--- config.mk ---
export PLATFORM = sky130hd
export DESIGN_NAME = block_buf_ctrl
export DESIGN_NICKNAME = d
export VERILOG_FILES = /design/src/rtl/block_buf_ctrl.sv
export SDC_FILE = /design/constraint.sdc
export NUM_CORES = 1
export LEC_CHECK = 0
export BUFFER_PORTS_ARGS = -buffer_cell sky130_fd_sc_hd__clkbuf_2
export CAP_MARGIN = 20
export CORE_MARGIN = 4
export CORE_UTILIZATION = 25
export DETAILED_ROUTE_END_ITERATION = 8
export HOLD_SLACK_MARGIN = 0.1
export SYNTH_ARGS = -nofsm -noshare
export SYNTH_HDL_FRONTEND = slang
export SYNTH_SLANG_ARGS = --single-unit
--- constraint.sdc ---
create_clock -name clk_i -period 6.6 [get_ports clk_i]
set_input_delay 0.66 -clock clk_i [delete_from_list [all_inputs] [get_ports clk_i]]
set_output_delay 0.66 -clock clk_i [all_outputs]
set_load 0.005 [all_outputs]
--- src/rtl/block_buf_ctrl.sv ---
// Four-slot 8x8 block buffer: packs raster-order byte samples into a 64-word RAM
// and streams each stored block back out as sixteen little-endian 32-bit words.
module block_buf_ctrl (
    input  logic        clk_i,
    input  logic        rst_i,
    input  logic [7:0]  in_data_i,
    input  logic        in_valid_i,
    output logic        in_ready_o,
    output logic [31:0] out_data_o,
    output logic        out_valid_o,
    input  logic        out_ready_i,
    output logic        out_last_o,
    output logic        ram_wr_en_o,
    output logic [3:0]  ram_ben_o,
    output logic [31:0] ram_wr_data_o,
    output logic [5:0]  ram_wr_addr_o,
    output logic        ram_rd_en_o,
    output logic [5:0]  ram_rd_addr_o,
    input  logic [31:0] ram_rd_data_i,
    output logic [2:0]  occupancy_o
);

    logic [1:0]  wr_slot;
    logic [5:0]  wr_idx;
    logic [1:0]  rd_slot;
    logic [3:0]  rd_word;
    logic [2:0]  occupancy;
    logic        rd_pending;
    logic        rd_pending_last;

    logic [31:0] fifo_data [2];
    logic        fifo_last [2];
    logic        fifo_head;
    logic [1:0]  fifo_count;

    logic        wr_accept;
    logic        rd_issue;
    logic        slot_done;
    logic        slot_release;
    logic        fifo_push;
    logic        fifo_pop;
    logic        fifo_tail;
    logic [2:0]  fifo_in_use;

    assign in_ready_o  = rst_i || (occupancy < 3'd4);
    assign wr_accept   = in_valid_i && in_ready_o && !rst_i;
    assign slot_done   = wr_accept && (wr_idx == 6'd63);

    assign ram_wr_en_o   = wr_accept;
    assign ram_wr_addr_o = {wr_slot, wr_idx[5:2]};
    assign ram_ben_o     = 4'b0001 << wr_idx[1:0];
    assign ram_wr_data_o = {4{in_data_i}};

    assign out_valid_o = (fifo_count != 2'd0) && !rst_i;
    assign fifo_pop    = out_valid_o && out_ready_i;
    assign fifo_push   = rd_pending;
    assign fifo_tail   = fifo_head ^ fifo_count[0];

    // Credit the word leaving this cycle so a steady stream reads back-to-back.
    assign fifo_in_use  = {1'b0, fifo_count} - {2'b00, fifo_pop} + {2'b00, rd_pending};
    assign rd_issue     = !rst_i && (occupancy != 3'd0) && (fifo_in_use < 3'd2);
    assign slot_release = rd_issue && (rd_word == 4'd15);

    assign ram_rd_en_o   = rd_issue;
    assign ram_rd_addr_o = {rd_slot, rd_word};

    assign out_data_o  = out_valid_o ? fifo_data[fifo_head] : 32'd0;
    assign out_last_o  = out_valid_o && fifo_last[fifo_head];
    assign occupancy_o = rst_i ? 3'd0 : occupancy;

    always_ff @(posedge clk_i) begin
        if (rst_i) begin
            wr_slot         <= 2'd0;
            wr_idx          <= 6'd0;
            rd_slot         <= 2'd0;
            rd_word         <= 4'd0;
            occupancy       <= 3'd0;
            rd_pending      <= 1'b0;
            rd_pending_last <= 1'b0;
            fifo_head       <= 1'b0;
            fifo_count      <= 2'd0;
        end else begin
            if (wr_accept) begin
                wr_idx <= wr_idx + 6'd1;
                if (slot_done) begin
                    wr_slot <= wr_slot + 2'd1;
                end
            end
            if (rd_issue) begin
                rd_word <= rd_word + 4'd1;
                if (slot_release) begin
                    rd_slot <= rd_slot + 2'd1;
                end
            end
            // A completion and a release in the same cycle cancel out.
            case ({slot_done, slot_release})
                2'b10:   occupancy <= occupancy + 3'd1;
                2'b01:   occupancy <= occupancy - 3'd1;
                default: occupancy <= occupancy;
            endcase
            rd_pending      <= rd_issue;
            rd_pending_last <= slot_release;
            fifo_head       <= fifo_head ^ fifo_pop;
            fifo_count      <= fifo_count + {1'b0, fifo_push} - {1'b0, fifo_pop};
        end
    end

    always_ff @(posedge clk_i) begin
        if (fifo_push) begin
            fifo_data[fifo_tail] <= ram_rd_data_i;
            fifo_last[fifo_tail] <= rd_pending_last;
        end
    end

endmodule

==> run summary <==
Skew-Pair Late Insertion Delay = 340 ps
Filler cells = 1583
Die Y = 132.6 um
N_diodes = 0
Relative slew slack = 31.97%
Final slew viol count = 0
Post-synth top area share = 51.05%
Setup TNS = 0 ps
Routed WL = 7261 um
Post-synthesis sequential area ratio = 62.39%
Mapped Area = 3882 um^2
Footprint of the multi-input gates = 1111 um^2
WHS = 422.3 ps
CP Max Fanout = 28
Post-synthesis net count = 347
Via density = 4.145
Num CTS Buffers = 9
Gr ovfl total = 0
Core ar. = 15200 um^2
Initial Util = 25.54%
Die Span X = 132.6 um
Setup bufs post-CTS = 0
Initial antenna violation count = 0
Global-route wire length before repair = 11900 um
Root buf cell = clkbuf_16
Cell Pwr Density = 237.7 nW/um^2
CTS Buffer Depth = 2
Crit Path Category = in -> reg
CTS tree = yes
Synth Warn # = 0
Initial DRT Pass Iterations = 4
Fin. Hold Viols = 0
Worst EP required = 6860 ps
Post-DP HPWL = 5057 um
Gpl congestion = 0.7608
Starting DRT DRC Count = 55
Post-cts resize count = 0
Max-cap violation count = 0
Nets = 405
Number of enable flip-flop cells after synthesis = 66
Startpoint class of the critical path = input pin
Final setup fails = 0
DRT antenna net count = 0
Die area = 17590 um^2
Fin crit share = 64.13%
Most frequent cells after synthesis = edfxtp_1 (66), nor2_1 (51), buf_4 (36), mux2i_1 (36), dfxtp_1 (22)
Total track usage = 8.578%
Via count = 2255
Clock-pin slew on the worst setup and hold paths = 60 ps
Count leader, synth = edfxtp_1
Ports = 132
Crit. End Element = flop
Hold_buf cts = 0
Ratio of cells with drive above 1 in the final layout = 33.43%
Peak supply drop = 100.9 uV
Arrival time at the worst endpoint = 4490 ps
Synth area leader = edfxtp_1
Leak pwr = 1.721 nW
Post-route cell area = 4554 um^2
Yosys cell types = 35
Max Freq = 236.3 MHz
# H-tree levels = 3
Final worst slack = 2367 ps
Synth top area cells = edfxtp_1 (51%), dfxtp_1 (11%), mux2i_1 (9.3%), buf_4 (7.0%), nor2_1 (4.9%)
FF+latch area = 2424 um^2
Largest net degree at the start of global routing = 34
Row count = 45
Post-Syn Instances = 293
PortBufs = 91
Yosys reg bits = 88
P&R area growth vs syn = 17.31%
Vias in the first global route = 2364
Minimum clock period = 4233 ps
Main flop type after synthesis = edfxtp_1
Async SR Flop Fraction = 0%
DP Area = 4282 um^2
Status = finished, final reports clean
Syn avg cell area = 13.25 um^2
Hold WC Path Type = reg -> reg
Worst Skew = 5.876 ps
DRC violation count after routing = 0
Worst slew pin tran = 1018 ps
RSZ-0062 raised after global routing = false
DR WL/cell = 13.35 um
Pre-CTS setup slack = 1985 ps
Clock Sinks = 88
## cells by family after synthesis
family,Yosys count,share of synthesized area [%]
multiplexers,37,9.571
buffers and inverters,57,9.313
XOR/XNOR,13,3.126
flip-flops,88,62.39
AND/OR/NAND/NOR,82,10.99
adder cells (fa/ha/maj),10,3.610
AO/OA/AOI/OAI,6,0.9991
## flip-flops by register name (all words and copies together), names as in the netlist
signal,count
rd_word,4
rd_slot,2
occupancy,3
fifo_push,1
wr_slot,2
fifo_last,2
wr_idx,6
fifo_count,2
fifo_head,1
fifo_data,64
rd_pending_last,1
## final timing paths
path	from	end	slack, ps	cells after the start
worst max register to register	fifo_count[1]$_SDFF_PP0_	occupancy[2]$_SDFFE_PP0P_	2810	17
worst min register to register	rd_pending_last$_SDFF_PP0_	fifo_last[1]$_DFFE_PP_	420	0
worst min-delay path	rd_pending_last$_SDFF_PP0_	fifo_last[1]$_DFFE_PP_	420	0
worst max-delay path	rst_i	occupancy[2]$_SDFFE_PP0P_	2370	18
## layout by cell type, fill, tap and decap left out, types with 3 or more instances in the layout
master	netlist	final
clkbuf_2	0	91
edfxtp_1	66	66
nor2_1	51	50
mux2i_1	36	36
dfxtp_1	22	21
inv_1	11	11
xor2_1	9	9
clkbuf_16	0	9
ha_1	8	8
and2_1	6	5
nand3_1	4	4
nand2b_1	3	3
nand4_1	3	3
nand2_1	3	3
xnor2_1	3	3
## per-stage QoR
stage	instances	util, %	power (mW)
after floorplan	293	-	0.6331
after detailed placement	528	28.16	0.6337
after CTS	544	29.96	1.104
final	544	29.96	1.082
after global routing	544	29.96	1.128
after global placement	528	28.16	0.6326
## per-layer routing
layer / vias to the layer above / GRT usage, % / wire (um)
met5: - / 0 / 0
met2: 70 / 13.73 / 3391
li1: 1087 / - / -
met1: 1075 / 9.791 / 3152
met3: 23 / 3.080 / 490
met4: 0 / 5.312 / 227
## report_power, final
part	internal (mW)	switching (mW)
combinational	0.0124	0.0125
clock	0.256	0.205
sequential	0.594	0.00192
total	0.863	0.219
## layout make-up
class | count | area share, %
Sequential cell | 88 | 53.21
Multi-Input combinational cell | 148 | 24.40
Timing Repair Buffer | 93 | 10.33
Tap cell | 188 | 5.165
Clock buffer | 10 | 5.027
Clock inverter | 6 | 0.9615
Inverter | 11 | 0.9066
## worst max-delay path: stages
cell and delay (ps):
clkbuf_2 420, o21bai_2 230, inv_1 70, and2_1 180
ha_1 270, inv_1 60, ha_1 130, inv_1 50
fa_1 550, nand2b_4 90, nor4_4 300, and2_1 220
ha_1 210, inv_1 60, fa_1 380, xor2_1 160
or3_1 320, a21oi_1 150
(Power assumes the default switching activity.)
